--- src/rtl/elevator_motion_ctrl_if.sv ---
// Request handshake between the floor-request queue (master) and the
// elevator motion controller (slave). A request is transferred on any rising
// clock edge where req_valid and req_ready are both high.
interface elevator_motion_ctrl_if #(
    parameter int FLOOR_W = 3
) ();
    logic               req_valid;
    logic [FLOOR_W-1:0] req_floor;
    logic               req_ready;

    modport master (output req_valid, output req_floor, input req_ready);
    modport slave  (input req_valid, input req_floor, output req_ready);
endinterface

--- src/rtl/elevator_motion_ctrl.sv ---
// Elevator car motion sequencer. Takes one target floor at a time, steps the
// car one floor per travel delay, then holds the door open for a dwell delay.
// All delays are timed by an external delay timer that this block starts and
// whose registered finished flag it consumes. Every output is registered.
module elevator_motion_ctrl #(
    parameter int NUM_FLOORS   = 8,
    parameter int FLOOR_W      = 3,
    parameter int TICK_W       = 28,
    parameter int TRAVEL_TICKS = 50_000_000,
    parameter int DOOR_TICKS   = 150_000_000
) (
    input  logic                clk,
    input  logic                rst_n,
    elevator_motion_ctrl_if.slave req,
    output logic                tmr_start,
    output logic [TICK_W-1:0]   tmr_count,
    input  logic                tmr_finished,
    output logic [FLOOR_W-1:0]  cur_floor,
    output logic                moving_up,
    output logic                moving_down,
    output logic                door_open,
    output logic                done_pulse,
    output logic                err_pulse
);

    localparam logic [TICK_W-1:0] TRAVEL_CNT = TICK_W'(TRAVEL_TICKS);
    localparam logic [TICK_W-1:0] DOOR_CNT   = TICK_W'(DOOR_TICKS);

    typedef enum logic [1:0] {
        IDLE,
        MOVE,
        DOOR,
        GAP
    } state_t;

    state_t             state;
    logic               arm;            // 1 = ARM cycle of a delay, finished flag is stale
    logic               go_up;          // travel direction of the current request
    logic               gap_from_door;  // the GAP in progress follows the door dwell
    logic [FLOOR_W-1:0] target;

    // Single sequencer: state, position and every registered output.
    // NOTE: all state here is updated with non-blocking assignments so every
    // register sees the pre-edge values of the others, no matter the order.
    always_ff @(posedge clk or negedge rst_n) begin
        if (!rst_n) begin
            state         <= IDLE;
            arm           <= 1'b0;
            go_up         <= 1'b0;
            gap_from_door <= 1'b0;
            target        <= '0;
            cur_floor     <= '0;
            req.req_ready <= 1'b0;
            tmr_start     <= 1'b0;
            tmr_count     <= '0;
            moving_up     <= 1'b0;
            moving_down   <= 1'b0;
            door_open     <= 1'b0;
            done_pulse    <= 1'b0;
            err_pulse     <= 1'b0;
        end else begin
            done_pulse <= 1'b0;
            err_pulse  <= 1'b0;
            case (state)
                IDLE: begin
                    req.req_ready <= 1'b1;
                    if (req.req_valid && req.req_ready) begin
                        target <= req.req_floor;
                        if (32'(req.req_floor) >= NUM_FLOORS) begin
                            // Out-of-range request: consume it and stay ready.
                            err_pulse <= 1'b1;
                        end else if (req.req_floor == cur_floor) begin
                            req.req_ready <= 1'b0;
                            state         <= DOOR;
                            arm           <= 1'b1;
                            tmr_start     <= 1'b1;
                            tmr_count     <= DOOR_CNT;
                            door_open     <= 1'b1;
                        end else begin
                            req.req_ready <= 1'b0;
                            state         <= MOVE;
                            arm           <= 1'b1;
                            go_up         <= (req.req_floor > cur_floor);
                            tmr_start     <= 1'b1;
                            tmr_count     <= TRAVEL_CNT;
                            moving_up     <= (req.req_floor > cur_floor);
                            moving_down   <= (req.req_floor < cur_floor);
                        end
                    end
                end

                MOVE, DOOR: begin
                    if (arm) begin
                        // The timer may still show the previous delay's flag.
                        arm <= 1'b0;
                    end else if (tmr_finished) begin
                        state         <= GAP;
                        gap_from_door <= (state == DOOR);
                        tmr_start     <= 1'b0;
                        tmr_count     <= '0;
                        moving_up     <= 1'b0;
                        moving_down   <= 1'b0;
                        door_open     <= 1'b0;
                        if (state == MOVE) begin
                            cur_floor <= go_up ? cur_floor + 1'b1 : cur_floor - 1'b1;
                        end
                    end
                end

                GAP: begin
                    // One idle cycle lets the timer return to zero.
                    if (gap_from_door) begin
                        state         <= IDLE;
                        req.req_ready <= 1'b1;
                        done_pulse    <= 1'b1;
                    end else if (cur_floor != target) begin
                        state       <= MOVE;
                        arm         <= 1'b1;
                        tmr_start   <= 1'b1;
                        tmr_count   <= TRAVEL_CNT;
                        moving_up   <= go_up;
                        moving_down <= !go_up;
                    end else begin
                        state     <= DOOR;
                        arm       <= 1'b1;
                        tmr_start <= 1'b1;
                        tmr_count <= DOOR_CNT;
                        door_open <= 1'b1;
                    end
                end

                default: state <= IDLE;
            endcase
        end
    end

endmodule

--- src/flat_wrapper.sv ---
// flat-port wrapper written by rule: the top's interface ports become plain ports
module elevator_motion_ctrl_flat 
#(
    parameter int NUM_FLOORS   = 8,
    parameter int FLOOR_W      = 3,
    parameter int TICK_W       = 28,
    parameter int TRAVEL_TICKS = 50_000_000,
    parameter int DOOR_TICKS   = 150_000_000
)
  (clk, rst_n, tmr_start, tmr_count, tmr_finished, cur_floor, moving_up, moving_down, door_open, done_pulse, err_pulse, req_req_valid, req_req_floor, req_req_ready);
  elevator_motion_ctrl_if #(.FLOOR_W(FLOOR_W)) req_i ();
  input  logic clk;
  input  logic rst_n;
  output logic tmr_start;
  output logic [TICK_W-1:0] tmr_count;
  input  logic tmr_finished;
  output logic [FLOOR_W-1:0] cur_floor;
  output logic moving_up;
  output logic moving_down;
  output logic door_open;
  output logic done_pulse;
  output logic err_pulse;
  input wire logic [$bits(req_i.req_valid)-1:0] req_req_valid;
  input wire logic [$bits(req_i.req_floor)-1:0] req_req_floor;
  output wire logic [$bits(req_i.req_ready)-1:0] req_req_ready;
  assign req_i.req_valid = req_req_valid;
  assign req_i.req_floor = req_req_floor;
  assign req_req_ready = req_i.req_ready;
  elevator_motion_ctrl #(.NUM_FLOORS(NUM_FLOORS), .FLOOR_W(FLOOR_W), .TICK_W(TICK_W), .TRAVEL_TICKS(TRAVEL_TICKS), .DOOR_TICKS(DOOR_TICKS)) u_core (.clk(clk), .rst_n(rst_n), .req(req_i), .tmr_start(tmr_start), .tmr_count(tmr_count), .tmr_finished(tmr_finished), .cur_floor(cur_floor), .moving_up(moving_up), .moving_down(moving_down), .door_open(door_open), .done_pulse(done_pulse), .err_pulse(err_pulse));
endmodule
--- config.mk ---
export PLATFORM = sky130hd
export DESIGN_NAME = elevator_motion_ctrl_flat
export DESIGN_NICKNAME = d
export VERILOG_FILES = /design/src/rtl/elevator_motion_ctrl_if.sv /design/src/rtl/elevator_motion_ctrl.sv /design/src/flat_wrapper.sv
export SDC_FILE = /design/constraint.sdc
export NUM_CORES = 1
export LEC_CHECK = 0
export CORE_ASPECT_RATIO = 2
export CORE_MARGIN = 5
export CORE_UTILIZATION = 47
export CTS_BUF_LIST = sky130_fd_sc_hd__clkbuf_2
export CTS_CLUSTER_DIAMETER = 120
export CTS_CLUSTER_SIZE = 14
export DETAILED_ROUTE_END_ITERATION = 8
export PLACE_DENSITY = 0.81
export RECOVER_POWER = 50
export SETUP_SLACK_MARGIN = 0.15
export SYNTH_ARGS = -nofsm -noshare
export SYNTH_HDL_FRONTEND = slang
export SYNTH_SLANG_ARGS = --single-unit
--- constraint.sdc ---
create_clock -name clk -period 2.25 [get_ports clk]
set_input_delay 0.5625 -clock clk [delete_from_list [all_inputs] [get_ports clk]]
set_output_delay 0.5625 -clock clk [all_outputs]
set_load 0.1 [all_outputs]
# --- Word-level counts from Yosys, hierarchy flattened ---
# Cells that the tools add are included.
totals:
  latchBits: 0
  mem_bits_ro: 0
  output_inout_bits: 38
  input_bits: 7
  ff_bits: 45
  memories: 0
  ram_bits: 0
  wordCells: 89
classes:
  magnitude_cmp: 2
  n_div: 0
  mux: 41
  n_reduce_logical: 15
  mul: 0
  n_addsub: 2
  eq_ne: 14
  shifts: 0
  bitwise: 2
op_table:
  columns: ["cell", "n"]
  rows:
  - ["$mux 28", 6]
  - ["$pmux 28 s3", 1]
  - ["$mux 1", 20]
  - ["$pmux 1 s3", 5]
  - ["$mux 2", 6]
  - ["$reduce_and 6->1", 2]
  - ["$ne 2x2->1 const B", 5]
  - ["$reduce_and 3->1", 3]
  - ["$ne 2x1->1 const B", 4]
  - ["$reduce_and 4->1", 2]
  - ["$pmux 2 s3", 1]
  - ["$reduce_and 2->1", 3]
  - ["$eq 2x2->1 const B", 2]
  - ["$add 3x1->3 const B", 1]
  - ["$eq 3x3->1", 1]
  - ["$gt 3x3->1", 1]
  - ["$lt 3x3->1", 1]
  - ["$mux 3", 1]
  - ["$ne 3x3->1", 1]
  - ["$sub 3x1->3 const B", 1]
  - ["$eq 2x1->1 const B", 1]
  - ["$logic_not 2->1", 1]
  - ["$not 1->1", 2]
  - ["$pmux 1 s2", 1]
  - ["other kinds (4)", 4]

# --- Logic depth before layout (Yosys ltp) ---
# Gate-level depths: netlist of the first run.
logic_depth:
  depth_word: 4
  depth_mapped: 7
  depth_no_buf: 6

# --- Worst setup path after synthesis of the first run ---
# No wires, ideal clock.
synth_timing:
  path_kind: "reg2reg"
  from: "register u_core.cur_floor[2]"
  to: "register u_core.go_up"
  setup_ns: 0.125
  setup_slack_ns: 0.001
  path_buffers: 0
  arrival_time_ns: 2.125
  t_required_ns: 2.125
  stages_incl_launch_ff: 7
  synth_period_minus_slack_ns: 2.249
  path_cell_list: "dfrtp_1 > inv_1 > ha_1 > nand3_1 > nand2_1 > nor2_1 > mux2_2"
synth_via:
  elab_chain_cells: 3
  word_cells_on_any_way: 4
  classes_between: "order compare: 1; eq/ne: 1; bitwise: 1; reduce/logical: 1"
synth_rtl:
  columns: ["element", "line", "rtl"]
  rows:
  - ["from (decl)", "elevator_motion_ctrl.sv:18", "output logic [FLOOR_W-1:0] cur_floor,"]
  - ["from (signal assigned)", "elevator_motion_ctrl.sv:105", "cur_floor <= go_up ? cur_floor + 1'b1 : cur_floor - 1'b1;"]
  - ["$eq 3x3->1", "elevator_motion_ctrl.sv:72", "end else if (req.req_floor == cur_floor) begin"]
  - ["$not 1->1 (no source line)", null, null]
  - ["$reduce_and 3->1 (no source line)", null, null]
  - ["to (signal assigned)", "elevator_motion_ctrl.sv:83", "go_up <= (req.req_floor > cur_floor);"]
  - ["to (decl)", "elevator_motion_ctrl.sv:38", "logic go_up;"]
# Several ways; a longest one is shown, not always the timed one.
# A chain may end at the register's enable or synchronous reset.

# --- Final worst setup path of the first run ---
layout_timing:
  from: "input req_req_floor[0]"
  to: "register u_core.go_up"
layout_via:
  elab_chain_cells: 3
  word_cells_on_any_way: 4
  classes_between: "order compare: 1; eq/ne: 1; bitwise: 1; reduce/logical: 1"
layout_rtl:
  columns: ["element", "line", "rtl"]
  rows:
  - ["from (decl)", "flat_wrapper.sv:24", "input wire logic [$bits(req_i.req_floor)-1:0] req_req_floor;"]
  - ["$eq 3x3->1", "elevator_motion_ctrl.sv:72", null]
  - ["$not 1->1 (no source line)", null, null]
  - ["$reduce_and 3->1 (no source line)", null, null]
# Several ways; a longest one is shown, not always the timed one.

==> results.sh, run 1 <==
export IMPL_status="completed"
export IMPL_layout_setup_ws_ps=375
export IMPL_io_pins=45
export IMPL_n_antenna_cell=0
export IMPL_path_buf_inv=2
export IMPL_gp_congestion=0.851
export IMPL_grt_max_degree=20
export IMPL_critical_path_depth=7
export IMPL_grt_overflow_total=0
export IMPL_rows=27
export IMPL_antenna_found_initial=0
export IMPL_cts_max_path_buffers=2
export IMPL_fin_util_pct=57.7
export IMPL_drt_first_pass_iters=4
export IMPL_fin_tns_setup_ps=0
export IMPL_setup_viol=0
export IMPL_grt_pass1_vias=988
export IMPL_grt_pass1_wl_um=4260
export IMPL_path_cells="clkdlybuf4s50_1 > inv_1 > ha_1 > nand3_1 > nand2_1 > nor2_1 > mux2_2"
export IMPL_grt_use_total_pct=14.4
export IMPL_end_kind="register"
export IMPL_drt_iter0_markers=41
export IMPL_layout_commonest_cell="dfrtp_1"
export IMPL_regToRegStartpoint="u_core.state[0]"
export IMPL_syn_cell_area_um2=1310
export IMPL_holdBufCountCts=0
export IMPL_slew_violations=0
export IMPL_syn_mean_instance_area_um2=9.80
export IMPL_seq_area_frac_synth_pct=36.2
export IMPL_crit_end="u_core.go_up"
export IMPL_required_ps=2480
export IMPL_cts_tree="done"
export IMPL_startpoint="req_req_floor[0]"
export IMPL_cp_start_kind="input port"
export IMPL_cts_sinks=19
export IMPL_slew_headroom_pct=31.1
export IMPL_max_freq_ghz=0.533
export IMPL_drc=0
export IMPL_post_cts_setup_buffers=0
export IMPL_vias=972
export IMPL_synth_seq_cells=19
export IMPL_worstMarginPinSlew_ps=1030
export IMPL_slowest_stage="clkdlybuf4s50_1"
export IMPL_die_area_um2=4020
export IMPL_routed_wirelength_um=2610
export IMPL_synthCells=134
export IMPL_wl_per_cell_um=14.1
export IMPL_r2r_slack_ps=440
export IMPL_hp_class="register to register"
export IMPL_clockRootBuffer="clkbuf_2"
export IMPL_critPathMaxFanout=3
export IMPL_vias_per_cell=5.23
export IMPL_hpwl_um=2220
export IMPL_yosys_warnings=0
export IMPL_die_h_um=84.8
export IMPL_criticalPathCategory="input port to register"
export IMPL_layout_common_cells="dfrtp_1, conb_1, buf_4"
export IMPL_fillers=256
export IMPL_cp_slowest_stage_delay_ps=480
export IMPL_cts_resized=0
export IMPL_die_width_um=47.4
export IMPL_crit_family="buffers and inverters"
export IMPL_areaGrowthSynthToFinish_pct=20.1
export IMPL_portBuffers=29
export IMPL_hold_viol=0
export IMPL_clk_insertion_delay_late_ps=320
export IMPL_drv_cap=0
export IMPL_dpl_worst_slack_ps=43.9
export IMPL_path_clk_slew_ps=190
export IMPL_cts_htree_levels=1
export IMPL_initial_utilization_pct=48.0
export IMPL_cts_buffers=3
export IMPL_rsz0062_at_grt="false"
export IMPL_layout_drive_gt1_share_pct=28.0
export IMPL_fin_nets=173
export IMPL_period_share_pct=83.3
export IMPL_ant_nets=0
export IMPL_r2r_worst_path_cells=5
export IMPL_ys_types=31
export IMPL_arrival_ps=2110
export IMPL_rr_endpoint="u_core.moving_down"
export IMPL_fin_crit_ps=1870
export IMPL_coreArea_um2=2740
export IMPL_clock_skew_ps=21.2
[registers in the layout, summed over array words and instances (netlist names)]
name	flops
u_core.moving_down	1
u_core.moving_up	1
u_core.tmr_count	2
u_core.tmr_start	1
u_core.target	3
u_core.cur_floor	3
u_core.req.req_ready	1
u_core.arm	1
u_core.state	2
u_core.go_up	1
u_core.gap_from_door	1
u_core.done_pulse	1
u_core.door_open	1
[worst min-delay path by stage]
stage                                start  cells after the start               end  slack [ps]
after floorplan                      rst_n                      0        u_core.arm         270
after detailed placement        u_core.arm                      2        u_core.arm         490
after global placement          u_core.arm                      2        u_core.arm         480
final                           u_core.arm                      2        u_core.arm         520
after CTS                       u_core.arm                      2        u_core.arm         520
after global routing      u_core.door_open                      2  u_core.door_open         550
[metal layers]
layer	track usage (%)	vias to the layer above	share of wire (%)
met5	0	-	0
met4	8.82	0	3.3
met3	1.50	11	7.1
met2	26.3	46	58
met1	13.7	462	31
li1	-	453	-
[layout make-up]
| class | count | area, um^2 | area share [%] |
|---|---|---|---|
| Tap cell | 29 | 36.3 | 2.30 |
| Multi-Input combinational cell | 91 | 646 | 40.9 |
| Timing Repair Buffer | 33 | 359 | 22.8 |
| Clock buffer | 4 | 20.0 | 1.27 |
| Sequential cell | 19 | 479 | 30.4 |
| Inverter | 10 | 37.5 | 2.38 |
[through the flow]
stage          instances  area [um^2]  hold slack (ps)
2_1_floorplan        148         1370              267
3_3_place_gp         182         1570              477
3_5_place_dp         182         1570              486
4_1_cts              186         1590              524
5_1_grt              186         1580              555
6_report             186         1580              519
[tightest hold or removal path, delay by kind of cell (launching register included)]
kind	cells	cell delay, ps
AO/OA/AOI/OAI	1	60
AND/OR/NAND/NOR	1	50
flip-flops	1	390
[synth_stat cells (all sizes together)]
library cell,count,area (um^2)
buf,28,208
ha,7,87.6
o31ai,2,15.0
conb,1,3.75
nor2b,2,12.5
mux2i,3,30.0
o21ai,10,50.1
a31oi,1,6.26
nand4,5,37.5
a21boi,1,7.51
xor2,4,35.0
nand2,10,40.0
nor2,3,11.3
inv,10,37.5
nand3,4,20.0
a211oi,1,7.51
xnor2,5,43.8
nand2b,1,6.26
mux2,7,82.6
a21o,2,17.5
dfrtp,19,475
and3,2,12.5
fa,1,20.0
o211a,1,10.0
a22oi,1,21.3
a21oi,3,15.0
[kinds of logic after synthesis]
logic type | Yosys count | synth area share, %
flops | 19 | 36.2
xor+xnor | 9 | 6.00
buf+inv | 38 | 18.7
simple gates | 27 | 10.7
fa+ha+maj | 8 | 8.19
other cells | 1 | 0.285
mux | 10 | 8.57
compound gates | 22 | 11.4
Power of run 1 is left out: the tool's default activity adds up to more than one toggle a clock period on the data nets, which glitch-free logic cannot reach.
==> inputs of run 2 (changes only) <==
CORE_UTILIZATION = 42   (was 47)
PLACE_DENSITY = 0.77   (was 0.81)
clock period = 1.6 ns   (was 2.25 ns; I/O delays follow)
==> run 2 against run 1 <==
  * Hold slack got worse by 7.9 ps
  * Register-to-register slack got worse by 410 ps
  * Cell count rose by 14%
  * Global-route usage up 1.1 points
  * Setup slack worse by 340 ps
  * Via count rose by 12%
  * First-iteration DRC count decreased by 20%
  * Clock-buffer cell count did not move
  * Final area increased by 35%
  * Die area increased by 9.9%
  * Non-clock buffer count up 25
  * Wire length rose by 36%
==> results.sh, run 2 (synthesized netlist as in run 1, its figures left out) <==
export IMPL_gp_congestion=0.825
export IMPL_path_cells="ha_4 > nand4_1 > nand4_2 > mux2_4"
export IMPL_vias_per_cell=5.12
export IMPL_cts_buffers=3
export IMPL_top_regs="u_core.cur_floor (3), u_core.target (3)"
export IMPL_regToRegStartpoint="u_core.cur_floor[0]"
export IMPL_die_h_um=89.1
export IMPL_required_ps=1830
export IMPL_fin_nets=198
export IMPL_hold_viol=0
export IMPL_grt_max_degree=20
export IMPL_cts_htree_levels=1
export IMPL_drc=0
export IMPL_setup_viol=0
export IMPL_cp_slowest_stage_delay_ps=600
export IMPL_layout_commonest_cell="buf_12"
export IMPL_dr_wl_met2_um=2120
export IMPL_n_antenna_cell=0
export IMPL_hp_class="input port to register"
export IMPL_grt_use_total_pct=15.5
export IMPL_slew_violations=0
export IMPL_fin_crit_ps=1570
export IMPL_drt_iter0_markers=33
export IMPL_cp_start_kind="register"
export IMPL_rsz0062_at_grt="true"
export IMPL_vias=1086
export IMPL_grt_pass1_wl_um=5310
export IMPL_slowest_stage="dfrtp_4"
export IMPL_die_width_um=49.5
export IMPL_startpoint="u_core.cur_floor[0]"
export IMPL_cts_max_path_buffers=2
export IMPL_wl_met1_um=1150
export IMPL_path_clk_slew_ps=180
export IMPL_wl_met3_um=186
export IMPL_hpwl_um=2460
export IMPL_areaGrowthSynthToFinish_pct=62.4
export IMPL_max_freq_ghz=0.637
export IMPL_coreArea_um2=2980
export IMPL_wl_per_cell_um=16.7
export IMPL_grt_overflow_total=0
export IMPL_rows=28
export IMPL_top_layer="met4"
export IMPL_drv_cap=0
export IMPL_end_kind="register"
export IMPL_hold_ws_ps=512
export IMPL_arrival_ps=1800
export IMPL_antenna_found_initial=0
export IMPL_drt_first_pass_iters=4
export IMPL_min_delay_start="req_req_floor[2]"
export IMPL_criticalPathCategory="register to register"
export IMPL_clock_skew_ps=1.46
export IMPL_portBuffers=29
export IMPL_io_pins=45
export IMPL_period_share_pct=98.1
export IMPL_status="completed"
export IMPL_layout_drive_gt1_share_pct=54.4
export IMPL_die_area_um2=4410
export IMPL_layout_common_cells="buf_12, buf_4, conb_1"
export IMPL_cts_tree="done"
export IMPL_grt_pass1_vias=1151
export IMPL_ant_nets=0
export IMPL_clk_insertion_delay_late_ps=320
export IMPL_initial_utilization_pct=44.1
export IMPL_critPathMaxFanout=5
export IMPL_cts_sinks=19
export IMPL_clockRootBuffer="clkbuf_2"
export IMPL_routed_wirelength_um=3550
[run 2: cell types whose count changed in the layout (fill, tap and decap cells not counted), sizes merged]
cell,before,now
dlygate4sd3,2,1
buf,21,46
dlygate4sd2,0,1
[run 2: path summary, 6_finish.rpt]
kind	to	slack, ps	cells after the start
max in group asynchronous	u_core.req.req_ready	680	2
min in group asynchronous	u_core.arm	540	2
worst max register to register	u_core.moving_down	30	4
worst min-delay path	u_core.target[2]	510	2
worst min register to register	u_core.arm	520	2
worst max-delay path	u_core.moving_down	30	4
[run 2: layout make-up]
| class | count | area [um^2] |
|---|---|---|
| Multi-Input combinational cell | 91 | 812 |
| Inverter | 10 | 40.0 |
| Timing Repair Buffer | 58 | 723 |
| Tap cell | 30 | 37.5 |
| Clock buffer | 4 | 20.0 |
| Fill cell | 196 | 845 |
| Sequential cell | 19 | 500 |
[run 2: what timing repair did]
item	CTS	global route
setup endpoints to repair	33	28
buffers inserted	9	6
resized for setup	19	16
hold buffers	0	0
pin swaps	10	12
[run 2: per-stage QoR]
stage	setup slack, ps	std cells	instance area, um^2	util [%]	TNS, ps
global route	2.52	212	2130	71.6	0
floorplan	-26.0	148	1450	-	-86.2
detailed placement	-337	193	1910	64.0	-2540
finish	30.9	212	2130	71.6	0
CTS	35.3	206	2080	69.7	0
global placement	-333	193	1910	64.0	-2100
[run 2: critical path: cells and delay by family (launching register included)]
| family | cells | cell delay, ps |
|---|---|---|
| adder cells (fa/ha/maj) | 1 | 320 |
| flip-flops | 1 | 600 |
| multiplexers | 1 | 300 |
| AND/OR/NAND/NOR | 2 | 260 |
[run 2: per-layer routing]
metal | track usage [%] | up-vias
met5 | 0 | -
met4 | 8.35 | 0
met3 | 2.17 | 7
met2 | 31.3 | 44
met1 | 14.1 | 531
li1 | - | 504
Power of run 2 is left out for the same reason.
==> inputs of run 3 (changes only) <==
PLACE_DENSITY = 0.88   (was 0.77)
==> run 3 against run 2 <==
  * The flow now finishes with violations (negative setup slack)
  * Die area did not move
  * Cell count did not move
  * Maximum frequency fell by 2.7%
  * First-iteration DRC count fell by 30%
  * Final area fell by 1.0%
  * Clock-buffer cell count did not move
  * Clock skew rose by 4.7 ps
  * Highest routed layer unchanged
==> results.sh, run 3 (synthesized netlist as in run 1, its figures left out) <==
export IMPL_die_width_um=49.5
export IMPL_stdcell_count=212
export IMPL_n_antenna_cell=0
export IMPL_hold_ws_ps=428
export IMPL_critPathMaxFanout=8
export IMPL_period_share_pct=101
export IMPL_clockRootBuffer="clkbuf_2"
export IMPL_hold_viol=0
export IMPL_path_clk_slew_ps=190
export IMPL_setup_viol=2
export IMPL_cts_max_path_buffers=2
export IMPL_initial_utilization_pct=44.1
export IMPL_portBuffers=29
export IMPL_drt_first_pass_iters=4
export IMPL_cp_start_kind="register"
export IMPL_slew_violations=0
export IMPL_required_ps=1800
export IMPL_layout_drive_gt1_share_pct=52.2
export IMPL_areaGrowthSynthToFinish_pct=60.8
export IMPL_worstHoldPathCells=2
export IMPL_io_pins=45
export IMPL_wl_per_cell_um=17.5
export IMPL_cp_slowest_stage_delay_ps=470
export IMPL_drc=0
export IMPL_layout_common_cells="buf_12, buf_4, conb_1"
export IMPL_ant_nets=0
export IMPL_die_h_um=89.1
export IMPL_grt_pass1_vias=1221
export IMPL_clock_skew_ps=6.20
export IMPL_criticalPathCategory="register to register"
export IMPL_status="finished with violations"
export IMPL_routed_wirelength_um=3720
export IMPL_slowest_stage="dfrtp_1"
export IMPL_fin_util_pct=70.9
export IMPL_grt_pass1_wl_um=5710
export IMPL_cts_tree="done"
export IMPL_arrival_ps=1820
export IMPL_violations="negative setup slack"
export IMPL_drv_cap=0
export IMPL_antenna_found_initial=0
export IMPL_rsz0062_at_grt="true"
export IMPL_path_cells="ha_2 > nand2_2 > inv_1 > a21o_2 > o21ai_0 > o21ai_0"
export IMPL_fin_crit_ps=1610
export IMPL_max_freq_ghz=0.620
export IMPL_cts_buffers=3
export IMPL_clk_insertion_delay_late_ps=320
export IMPL_vias_per_cell=5.39
export IMPL_cts_htree_levels=1
export IMPL_gp_congestion=0.916
export IMPL_placed_cells=191
export IMPL_drt_iter0_markers=23
export IMPL_top_regs="u_core.cur_floor (3), u_core.target (3)"
export IMPL_hp_class="input port to register"
export IMPL_cpMostUsedCell="o21ai_0"
export IMPL_fin_nets=198
export IMPL_grt_overflow_total=0
export IMPL_hpwl_um=2560
export IMPL_vias=1143
export IMPL_die_area_um2=4410
export IMPL_end_kind="register"
export IMPL_layout_setup_ws_ps=-12.4
export IMPL_cts_sinks=19
export IMPL_r2r_worst_path_cells=6
export IMPL_rows=28
export IMPL_coreArea_um2=2980
export IMPL_grt_use_total_pct=16.5
export IMPL_grt_max_degree=20
## run 3: final timing paths
path	startpoint	end	slack (ps)
max	u_core.state[0]	u_core.tmr_start	-10
max reg2reg	u_core.state[0]	u_core.tmr_start	-10
max in group asynchronous	rst_n	u_core.cur_floor[0]	910
min reg2reg	u_core.moving_up	u_core.moving_up	550
min	req_req_floor[2]	u_core.target[2]	430
min in group asynchronous	rst_n	u_core.req.req_ready	460
## run 3: critical path, delay by kind of cell, from the launching register on
| family | cells | cell delay, ps |
|---|---|---|
| AOI/OAI and AO/OA | 3 | 570 |
| adders and majority gates | 1 | 270 |
| buffers and inverters | 1 | 70 |
| DFF | 1 | 470 |
| and+or+nand+nor | 1 | 130 |
## run 3: layout make-up
class	instances	area, um^2
clock buffers	4	20.0
inverters	10	40.0
repair buffers	58	744
multi-input cells	91	771
fillers	186	866
well taps	30	37.5
flip-flops and latches	19	499
## run 3: per-stage QoR
step	setup slack [ps]	TNS (ps)	cell area, um^2
floorplan	-26.0	-86.2	1450
global placement	-290	-2120	1890
detailed placement	-336	-2650	1890
CTS	49.4	0	2030
global route	-106	-197	2110
finish	-12.4	-13.9	2110
## run 3: timing repair
item                                    CTS  global route
resized for setup                        19            10
endpoints found under the setup margin   31            33
hold buffers                              0             0
buffers inserted                          8             9
pin swaps                                 8            13
## run 3: routing by layer
| layer | GRT usage (%) | wire length [um] | vias to the layer above |
|---|---|---|---|
| li1 | - | - | 506 |
| met1 | 16.4 | 1280 | 562 |
| met2 | 31.4 | 2110 | 60 |
| met3 | 2.17 | 182 | 15 |
| met4 | 10.0 | 148 | 0 |
| met5 | 0 | 0 | - |
Power of run 3 is left out for the same reason.
